[src/rtl/alu_pkg.sv]
// Shared ALU op codes and arbiter state encoding.
package alu_pkg;

  localparam logic [2:0] ALU_ADD = 3'b000;
  localparam logic [2:0] ALU_SUB = 3'b001;
  localparam logic [2:0] ALU_AND = 3'b010;
  localparam logic [2:0] ALU_OR  = 3'b011;
  localparam logic [2:0] ALU_XOR = 3'b100;
  localparam logic [2:0] ALU_NOT = 3'b101;
  localparam logic [2:0] ALU_INC = 3'b110;
  localparam logic [2:0] ALU_DEC = 3'b111;

  typedef enum logic [1:0] {
    IDLE = 2'd0,
    EXEC = 2'd1,
    RESP = 2'd2
  } state_e;

endpackage

[src/rtl/nBit_ALU.sv]
// Combinational n-bit ALU; carry doubles as borrow for subtract/decrement.
module nBit_ALU
  import alu_pkg::*;
#(
  parameter int unsigned n = 4
) (
  input  logic [n-1:0] a,
  input  logic [n-1:0] b,
  input  logic [2:0]   mode,
  output logic [n-1:0] result_c,
  output logic         carry_c
);

  logic [n:0] ext;

  always_comb begin
    ext      = '0;
    result_c = '0;
    carry_c  = 1'b0;
    case (mode)
      ALU_ADD: begin
        ext      = {1'b0, a} + {1'b0, b};
        result_c = ext[n-1:0];
        carry_c  = ext[n];
      end
      ALU_SUB: begin
        result_c = a - b;
        carry_c  = (a < b);
      end
      ALU_AND: result_c = a & b;
      ALU_OR:  result_c = a | b;
      ALU_XOR: result_c = a ^ b;
      ALU_NOT: result_c = ~a;
      ALU_INC: begin
        ext      = {1'b0, a} + (n+1)'(1);
        result_c = ext[n-1:0];
        carry_c  = ext[n];
      end
      ALU_DEC: begin
        result_c = a - n'(1);
        carry_c  = (a == '0);
      end
      default: ;
    endcase
  end

endmodule

[src/rtl/alu_share_arbiter.sv]
// Round-robin sharing of one ALU between two valid/ready requesters,
// with a registered, ID-tagged response held until the consumer accepts it.
module alu_share_arbiter
  import alu_pkg::*;
#(
  parameter int unsigned N = 4
) (
  input  logic         clk,
  input  logic         rst_n,
  input  logic         req0_valid,
  output logic         req0_ready,
  input  logic [N-1:0] req0_a,
  input  logic [N-1:0] req0_b,
  input  logic [2:0]   req0_mode,
  input  logic         req1_valid,
  output logic         req1_ready,
  input  logic [N-1:0] req1_a,
  input  logic [N-1:0] req1_b,
  input  logic [2:0]   req1_mode,
  output logic         rsp_valid,
  input  logic         rsp_ready,
  output logic         rsp_id,
  output logic [N-1:0] rsp_result,
  output logic         rsp_carry
);

  state_e       state_q, state_d;
  logic         last_grant_q, last_grant_d;
  logic [N-1:0] a_q, a_d, b_q, b_d;
  logic [2:0]   mode_q, mode_d;
  logic         id_q, id_d;
  logic         rsp_valid_q, rsp_valid_d;
  logic         rsp_id_q, rsp_id_d;
  logic [N-1:0] rsp_result_q, rsp_result_d;
  logic         rsp_carry_q, rsp_carry_d;
  logic         grant0, grant1;
  logic [N-1:0] alu_result;
  logic         alu_carry;

  nBit_ALU #(.n(N)) u_alu (
    .a        (a_q),
    .b        (b_q),
    .mode     (mode_q),
    .result_c (alu_result),
    .carry_c  (alu_carry)
  );

  // Next-state, arbitration and handshake outputs.
  always_comb begin
    state_d      = state_q;
    last_grant_d = last_grant_q;
    a_d          = a_q;
    b_d          = b_q;
    mode_d       = mode_q;
    id_d         = id_q;
    rsp_valid_d  = rsp_valid_q;
    rsp_id_d     = rsp_id_q;
    rsp_result_d = rsp_result_q;
    rsp_carry_d  = rsp_carry_q;
    req0_ready   = 1'b0;
    req1_ready   = 1'b0;
    // A tie goes to whichever requester was not granted last.
    grant0 = req0_valid && (!req1_valid || last_grant_q);
    grant1 = req1_valid && (!req0_valid || !last_grant_q);
    case (state_q)
      IDLE: begin
        // Readies are forced low while reset is held so nothing looks accepted.
        req0_ready = grant0 && rst_n;
        req1_ready = grant1 && rst_n;
        if (grant0 || grant1) begin
          state_d      = EXEC;
          id_d         = grant1;
          last_grant_d = grant1;
          a_d          = grant1 ? req1_a    : req0_a;
          b_d          = grant1 ? req1_b    : req0_b;
          mode_d       = grant1 ? req1_mode : req0_mode;
        end
      end
      EXEC: begin
        state_d      = RESP;
        rsp_valid_d  = 1'b1;
        rsp_id_d     = id_q;
        rsp_result_d = alu_result;
        rsp_carry_d  = alu_carry;
      end
      RESP: begin
        if (rsp_ready) begin
          state_d     = IDLE;
          rsp_valid_d = 1'b0;
        end
      end
      default: state_d = IDLE;
    endcase
  end

  always_ff @(posedge clk or negedge rst_n) begin
    if (!rst_n) begin
      state_q      <= IDLE;
      last_grant_q <= 1'b1;
      a_q          <= '0;
      b_q          <= '0;
      mode_q       <= '0;
      id_q         <= 1'b0;
      rsp_valid_q  <= 1'b0;
      rsp_id_q     <= 1'b0;
      rsp_result_q <= '0;
      rsp_carry_q  <= 1'b0;
    end else begin
      state_q      <= state_d;
      last_grant_q <= last_grant_d;
      a_q          <= a_d;
      b_q          <= b_d;
      mode_q       <= mode_d;
      id_q         <= id_d;
      rsp_valid_q  <= rsp_valid_d;
      rsp_id_q     <= rsp_id_d;
      rsp_result_q <= rsp_result_d;
      rsp_carry_q  <= rsp_carry_d;
    end
  end

  assign rsp_valid  = rsp_valid_q;
  assign rsp_id     = rsp_id_q;
  assign rsp_result = rsp_result_q;
  assign rsp_carry  = rsp_carry_q;

endmodule

[config.mk]
export PLATFORM = sky130hd
export DESIGN_NAME = alu_share_arbiter
export DESIGN_NICKNAME = d
export VERILOG_FILES = /design/src/rtl/alu_pkg.sv /design/src/rtl/nBit_ALU.sv /design/src/rtl/alu_share_arbiter.sv
export SDC_FILE = /design/constraint.sdc
export NUM_CORES = 1
export LEC_CHECK = 0
export ABC_AREA = 1
export CELL_PAD_IN_SITES_DETAIL_PLACEMENT = 1
export CELL_PAD_IN_SITES_GLOBAL_PLACEMENT = 2
export CORE_MARGIN = 2
export CORE_UTILIZATION = 28
export CTS_CLUSTER_DIAMETER = 30
export DETAILED_ROUTE_END_ITERATION = 16
export MAX_ROUTING_LAYER = met4
export PLACE_DENSITY = 0.88
export SYNTH_ARGS = -nofsm -noshare
export SYNTH_HDL_FRONTEND = slang
export SYNTH_HIERARCHICAL = 1
export SYNTH_SLANG_ARGS = --single-unit
[constraint.sdc]
create_clock -name clk -period 2.1 [get_ports clk]
set_input_delay 0.42 -clock clk [delete_from_list [all_inputs] [get_ports clk]]
set_output_delay 0.42 -clock clk [all_outputs]
set_load 0.05 [all_outputs]
==> results.tsv, run 1 <==
stage	metric	value	unit
synthesis	syn-cell-area	1790	um2
floorplanning	fp-row-count	29	
synthesis	seq_area_frac_synth	30.8	%
clock_network	ctsResizeCount	0	
sta	fin_ws	203	ps
route	wl_per_cell	12.3	um
finish	n_antenna_cell	0	
global_routing	grt_usage	15.0	%
clock_network	cts_sinks	22	
clock_network	post_cts_buffers	0	
floorplanning	start_util	28.5	%
route	first_pass_iters	4	
critical_path	arrival	1480	ps
route	ant_nets	0	
sta	rsz0062_at_grt	no	
finish	syn_to_final_growth	32.1	%
global_routing	use_met1	18.8	%
route	vias_per_cell	4.63	
floorplanning	die_area	7050	um2
global_routing	antenna_found_initial	0	
sta	slew_violations	0	
pwr	power.density	1520	nW/um2
finish	final_cell_mix	78 x nand2_1, 46 x nand3_1, 44 x inv_1	
sta	fin_crit	1900	ps
synthesis	avgSynthCellArea	6.70	um2
global_routing	overflow	0	
clock_network	cts_buffers	3	
synthesis	ys_types	27	
placed_design	dp.final_hpwl	3960	um
floorplanning	io_pins	36	
critical_path	path_max_fanout	3	
job	drv_cap	0	
global_routing	grt_use_met3	1.48	%
finish	final_cell_area	2360	um2
sta	max_freq	527	MHz
sta	skew	10.9	ps
clock_network	hold_buffers	0	
critical_path	worst_ep_required_time	1680	ps
sta	relSlewSlack	65.4	%
critical_path	start_kind	primary input	
floorplanning	core	6280	um2
synthesis	syn-num-nets	311	
synthesis	synth_seq_cells	22	
global_routing	grt-busiest-layer	met2	
finish	layout-drive-gt1-share	10.3	%
sta	tightest_slew	517	ps
placed_design	pre_cts_ws	216	ps
clock_network	clk_pin_slew_worst_paths	80	ps
clock_network	cts_tree	done	
global_routing	grt_max_degree	23	
finish	nets	355	
global_routing	grt_pass1_vias	1815	
floorplanning	die_x	83.9	um
pwr	peakVddDrop	0.000484	V
sta	hold_viol	0	
route	vias	1793	
floorplanning	die_y	83.9	um
finish	final_common_cell	nand2_1	
placed_design	numPortBuffers	35	
run_status	outcome	complete, no violations	
synthesis	yosysWarnings	6	
route	drt_first_iter_violations	54	
sta	setup_tns	0	ps
critical_path	cp-end-kind	primary output	
worst_hold_path	holdCritPathClass	flop to flop	
global_routing	grt_pass1_wl	8510	um
route	drc	0	
clock_network	clock-root-buffer	clkbuf_8	
clock_network	clockBufferDepth	2	
sta	setup_viol	0	
critical_path	critPathKind	primary input to primary output	
route	wl	4740	um
placed_design	gp_congestion	0.910	
sta	fin_crit_sh	90.3	%
clock_network	ctsHtreeMaxLevel	1	
placed_design	dpl-instance-area	2290	um2
global_routing	gr-usage-met2	24.8	%
clock_network	clk_latency	270	ps
pwr	p_leak	1.25	nW
synthesis	syn_inst	267	
critical path, cell delays in order:
cell and delay, ps:
clkdlybuf4s50_1 550, nand3_1 100, a21oi_1 230, buf_12 170
power by group:
part	total (mW)	switching, mW	internal [mW]
combinational	2.37	1.53	0.842
sequential	0.813	0.172	0.641
clock	0.394	0.139	0.255
path summary, 6_finish.rpt:
| kind | cells after the start | slack (ps) | end | from |
|---|---|---|---|---|
| setup reg to reg | 9 | 270 | rsp_carry | a_q[0] |
| max in group asynchronous | 2 | 1200 | last_grant_q | rst_n |
| hold / removal | 2 | 490 | rsp_result[0] | rsp_result[0] |
| min in group asynchronous | 2 | 630 | rsp_result[1] | rst_n |
| hold reg to reg | 2 | 490 | rsp_result[0] | rsp_result[0] |
| setup / recovery | 4 | 200 | req0_ready | rst_n |
layer usage:
metal  share of wire, %  up-vias  routed length [um]
li1                   -      918                   -
met1                 45      821                2140
met2                 49       42                2300
met3                3.6       12                 169
met4                2.8        0                 131
met5                  0        -                   0
cell families after synthesis:
family | count (synthesis) | synth area share, %
AOI/OAI and AO/OA | 21 | 6.85
buffers and inverters | 58 | 13.1
and+or+nand+nor | 149 | 36.5
DFF | 22 | 30.8
adders and majority gates | 17 | 12.7
final cells by class:
cell class / count / area, um2
fill: 830 / 3910
multi-input combinational: 187 / 1000
clock buffer: 3 / 41.3
sequential: 22 / 552
timing repair buffer: 45 / 445
clock inverter: 1 / 30.0
inverter: 52 / 195
tap: 77 / 96.3
cell usage after synthesis (all sizes together):
cell type | number | share of area, %
nor2 | 18 | 4.6
o21ai | 9 | 2.5
o31ai | 1 | 0.42
nand2 | 78 | 16
fa | 2 | 2.2
ha | 15 | 10
a32oi | 1 | 0.49
buf | 6 | 2.2
or2 | 2 | 0.84
nand3 | 47 | 13
a21oi | 6 | 1.9
dfrtp | 21 | 29
o22ai | 3 | 1.0
nor3 | 2 | 0.56
o2111ai | 1 | 0.49
dfstp | 1 | 1.5
inv | 52 | 11
nand4 | 2 | 0.70
flip-flops by register name (all words and copies together), names as in the netlist:
register,cells
rsp_carry,1
a_q,4
b_q,4
last_grant_q,1
state_q,2
mode_q,3
rsp_id,1
id_q,1
rsp_result,4
rsp_valid,1
metrics by stage:
step	hold WS [ps]	util (%)	power, mW	instances
after detailed placement	471	36.5	3.20	383
after floorplan	124	-	2.44	267
after global placement	459	36.5	3.14	383
after global routing	525	37.7	3.98	387
final	489	37.7	3.58	387
after CTS	492	37.7	3.63	387
(Power assumes the default switching activity.)
==> run 2: changes to the inputs <==
--- a/config.mk
+++ b/config.mk
@@ -8,6 +8,7 @@
 export ABC_AREA = 1
 export CELL_PAD_IN_SITES_DETAIL_PLACEMENT = 1
 export CELL_PAD_IN_SITES_GLOBAL_PLACEMENT = 2
+export CORE_ASPECT_RATIO = 0.5
 export CORE_MARGIN = 2
 export CORE_UTILIZATION = 28
 export CTS_CLUSTER_DIAMETER = 30
==> results.tsv, run 2 (synthesis results as in run 1) <==
stage	metric	value	unit	change
route	ant_nets	0		unchanged
route	drc	0		unchanged
finish	syn_to_final_growth	34.3	%	
pwr	power.density	1540	nW/um2	+1.5%
route	vias_per_cell	4.54		-2.0%
critical_path	cp-end-kind	primary output		
route	first_pass_iters	4		unchanged
clock_network	cts_sinks	22		unchanged
critical_path	start_kind	primary input		
critical_path	rrSetupSlack	240	ps	-30 ps
worst_hold_path	holdCritPathClass	flop to flop		
sta	setup_tns	0	ps	unchanged
clock_network	clockBufferDepth	2		unchanged
global_routing	grt_pass1_vias	1874		+3.3%
sta	slew_violations	0		unchanged
sta	setup_viol	0		unchanged
run_status	outcome	complete, no violations		
route	vias	1803		+0.56%
finish	final_common_cell	nand2_1		
global_routing	overflow	0		unchanged
finish	n_antenna_cell	0		unchanged
sta	tightest_slew	509	ps	-7.51 ps
sta	hold_viol	0		unchanged
critical_path	worst_ep_required_time	1680	ps	about the same
global_routing	grt_pass1_wl	8610	um	+1.2%
sta	relSlewSlack	65.9	%	+0.50 points
clock_network	clk_pin_slew_worst_paths	60	ps	-20 ps
global_routing	grt_max_degree	23		unchanged
floorplanning	fp-row-count	20		-31%
clock_network	ctsResizeCount	0		unchanged
sta	fin_crit_sh	89.3	%	-1.1 points
clock_network	cts_tree	done		
floorplanning	io_pins	36		unchanged
floorplanning	die_x	117	um	+39%
floorplanning	die_y	60.5	um	-28%
worst_hold_path	min_to	rsp_result[3]		
pwr	p_leak	1.26	nW	+0.84%
critical_path	arrival	1450	ps	-30 ps
route	drt_first_iter_violations	64		+19%
finish	final_cell_mix	78 x nand2_1, 46 x nand3_1, 44 x inv_1		
finish	layout-drive-gt1-share	10.0	%	-0.29 points
sta	skew	4.23	ps	-6.65 ps
critical_path	r2r_start	a_q[0]		
global_routing	grt_usage	16.2	%	+1.2 points
placed_design	pre_cts_ws	209	ps	-6.93 ps
placed_design	dp.final_hpwl	4200	um	+6.2%
worst_hold_path	hp-start	rsp_result[3]		
sta	rsz0062_at_grt	no		
sta	max_freq	533	MHz	+1.2%
floorplanning	start_util	29.2	%	+0.68 points
clock_network	clock-root-buffer	clkbuf_16		
clock_network	clk_latency	250	ps	-20 ps
global_routing	antenna_found_initial	0		unchanged
placed_design	numPortBuffers	35		unchanged
sta	fin_ws	225	ps	+22.5 ps
clock_network	cts_buffers	3		unchanged
critical_path	critPathKind	primary input to primary output		
critical_path	ff2ff_path_depth	11		+2
clock_network	post_cts_buffers	0		unchanged
critical_path	r2r_end	rsp_result[2]		
placed_design	gp_congestion	0.907		-0.34%
route	wl_per_cell	12.9	um	+4.9%
route	wl	5100	um	+7.6%
pwr	peakVddDrop	0.000538	V	+11%
pwr	power	3.70	mW	+3.2%
job	drv_cap	0		unchanged
floorplanning	die_area	7080	um2	+0.56%
sta	fin_crit	1870	ps	-22.5 ps
clock_network	ctsHtreeMaxLevel	1		unchanged
critical_path	path_max_fanout	3		unchanged
floorplanning	core	6130	um2	-2.3%
finish	nets	354		-0.28%
clock_network	hold_buffers	0		unchanged
worst_hold_path	hold_depth	2		unchanged
-- run 2: worst max-delay path by stage --
stage,end,from,cells past startpoint
final,req0_ready,rst_n,4
after CTS,req0_ready,rst_n,4
after global placement,req0_ready,rst_n,4
after global routing,rsp_result[2],a_q[0],11
after floorplan,req1_ready,req0_valid,4
after detailed placement,req0_ready,rst_n,4
-- run 2: cell type report --
| cell class | instances | area [um2] |
|---|---|---|
| multi-input combinational | 187 | 1000 |
| timing repair buffer | 44 | 438 |
| fill | 773 | 3730 |
| inverter | 52 | 195 |
| clock inverter | 1 | 30.0 |
| tap | 88 | 110 |
| clock buffer | 3 | 75.1 |
| sequential | 22 | 552 |
-- run 2: layer usage --
layer	global-route usage, %	share of wire [%]
met5	-	0
met4	2.35	0.71
met3	2.40	2.4
met2	27.0	46
met1	21.6	51
-- run 2: critical path, stage by stage --
cell and delay (ps):
clkdlybuf4s50_1 520, nand3_1 100, a21oi_1 240, buf_12 180
-- run 2: power breakdown --
group / total, mW / switching [mW] / internal [mW]
combinational: 2.34 / 1.51 / 0.827
clock: 0.533 / 0.155 / 0.378
sequential: 0.826 / 0.184 / 0.642
-- run 2: stage by stage --
stage | area [um2] | util (%) | hold slack (ps) | std cells
finish | 2400 | 39.2 | 476 | 397
CTS | 2400 | 39.2 | 475 | 397
global placement | 2300 | 37.5 | 456 | 393
global route | 2400 | 39.2 | 508 | 397
detailed placement | 2300 | 37.5 | 460 | 393
floorplan | 1790 | - | 124 | 267
==> run 3: changes to the inputs <==
==> constraint.sdc (replaced) <==
create_clock -name clk -period 1.8 [get_ports clk]
set_input_delay 0.36 -clock clk [delete_from_list [all_inputs] [get_ports clk]]
set_output_delay 0.36 -clock clk [all_outputs]
set_load 0.05 [all_outputs]
==> results.tsv, run 3 (synthesis results as in run 1) <==
stage	metric	value	unit	change
sta	rsz0062_at_grt	yes		
global_routing	gr-usage-met2	28.5	%	+1.5 points
clock_network	clock-root-buffer	clkbuf_16		
route	wl	5470	um	+7.1%
clock_network	cts_sinks	22		unchanged
critical_path	critPathKind	primary input to primary output		
critical_path	worst_ep_required_time	1440	ps	-240 ps
finish	nets	364		+2.8%
floorplanning	die_y	60.5	um	unchanged
route	drt_first_iter_violations	32		-50%
sta	fin_ws	52.6	ps	-173 ps
sta	max_freq	572	MHz	
clock_network	ctsHtreeMaxLevel	1		unchanged
placed_design	numPortBuffers	35		unchanged
critical_path	cpPeakStageDelay	580	ps	+60 ps
finish	final_common_cell	nand2_1		
route	first_pass_iters	4		unchanged
global_routing	use_met1	24.3	%	+2.7 points
floorplanning	io_pins	36		unchanged
floorplanning	core	6130	um2	unchanged
critical_path	path_max_fanout	5		+2
clock_network	hold_buffers	0		unchanged
sta	slew_violations	0		unchanged
critical_path	critical_path.top_delay_family	buffers and inverters		
sta	fin_crit	1750	ps	
route	vias_per_cell	4.50		-0.94%
floorplanning	die_area	7080	um2	unchanged
sta	hold_viol	0		unchanged
sta	fin_crit_sh	97.1	%	
clock_network	clk_latency	250	ps	about the same
critical_path	cp_cell_sequence	clkdlybuf4s50_1, nand2_1, nor2_2, buf_12		
global_routing	grt_max_degree	22		-4.3%
sta	relSlewSlack	77.4	%	+11 points
placed_design	dp.final_hpwl	4540	um	+8.1%
placed_design	pre_cts_ws	-0.480	ps	-209 ps
floorplanning	start_util	29.2	%	unchanged
clock_network	clockBufferDepth	2		unchanged
pwr	power.density	1840	nW/um2	+20%
global_routing	antenna_found_initial	0		unchanged
global_routing	grt_usage	17.7	%	+1.5 points
finish	n_antenna_cell	0		unchanged
critical_path	cp-end-kind	primary output		
critical_path	start_kind	primary input		
clock_network	cts_buffers	3		unchanged
clock_network	clk_pin_slew_worst_paths	60	ps	about the same
job	drv_cap	0		unchanged
floorplanning	fp-row-count	20		unchanged
route	wl_per_cell	13.4	um	+4.5%
global_routing	grt_use_met3	2.40	%	unchanged
clock_network	cts_tree	done		
floorplanning	die_x	117	um	unchanged
sta	tightest_slew	338	ps	-171 ps
global_routing	grt-busiest-layer	met2		
route	drc	0		unchanged
worst_hold_path	holdCritPathClass	flop to flop		
global_routing	grt_pass1_vias	1849		-1.3%
finish	syn_to_final_growth	39.6	%	
placed_design	place_inst	399		+1.5%
sta	setup_viol	0		unchanged
finish	layout-drive-gt1-share	17.9	%	+7.8 points
critical_path	arrival	1390	ps	-60 ps
run_status	outcome	complete, no violations		
sta	skew	3.70	ps	-0.530 ps
global_routing	overflow	0		unchanged
critical_path	critPathSlowestCell	clkdlybuf4s50_1		
route	vias	1831		+1.6%
critical_path	crit_buf_inv	2		unchanged
pwr	p_leak	1.32	nW	+4.9%
placed_design	gp_congestion	0.874		-3.7%
finish	final_cell_mix	78 x nand2_1, 46 x nand3_1, 43 x inv_1		
global_routing	grt_pass1_wl	9160	um	+6.3%
finish	instances_no_fill	407		+2.5%
route	ant_nets	0		unchanged
pwr	peakVddDrop	0.000590	V	+9.6%
run 3: where the power goes:
| group | internal (mW) | leakage (nW) | switching [mW] |
|---|---|---|---|
| logic | 1.12 | 0.998 | 1.91 |
| registers | 0.749 | 0.269 | 0.209 |
| clock network | 0.441 | 0.0511 | 0.173 |
| total | 2.31 | 1.32 | 2.29 |
run 3: worst paths after layout:
path,slack [ps],cells after the start,startpoint,endpoint
min in group asynchronous,510,1,rst_n,last_grant_q
max in group asynchronous,980,2,rst_n,rsp_result[3]
worst min-delay path,480,2,rsp_result[3],rsp_result[3]
worst max register to register,60,9,a_q[0],rsp_carry
worst max-delay path,50,4,req1_valid,req1_ready
worst min register to register,480,2,rsp_result[3],rsp_result[3]
run 3: area by class of cell:
| type | instances | area (um2) |
|---|---|---|
| inverter | 52 | 195 |
| tap | 88 | 110 |
| fill | 771 | 3630 |
| timing repair buffer | 54 | 508 |
| clock buffer | 3 | 75.1 |
| clock inverter | 1 | 30.0 |
| multi-input combinational | 187 | 1030 |
| sequential | 22 | 552 |
run 3: through the flow:
step	setup TNS [ps]	power, mW	hold slack, ps	util, %	cell area (um2)
after global placement	0	3.73	457	38.1	2340
after CTS	0	4.58	482	40.3	2470
after global routing	-19.9	5.06	507	40.7	2500
after floorplan	0	2.84	64.4	-	1790
final	0	4.60	478	40.7	2500
after detailed placement	-0.480	3.86	469	38.1	2340
run 3: per-layer routing:
metal | vias to the layer above | share of wire (%)
li1 | 941 | -
met2 | 32 | 45
met5 | - | 0
met4 | 0 | 1.2
met3 | 4 | 2.9
met1 | 854 | 51
run 3: timing repair:
action                                  CTS  global route
pin swaps                                 0             3
hold endpoints to repair                  0             0
buffers inserted                          3             1
endpoints found under the setup margin    2             3
resized for setup                         2             8
run 3: tightest hold or removal path: stages, from the launching register on:
cell,delay (ps)
dfrtp_1,340
nand2_1,50
nand2_1,50
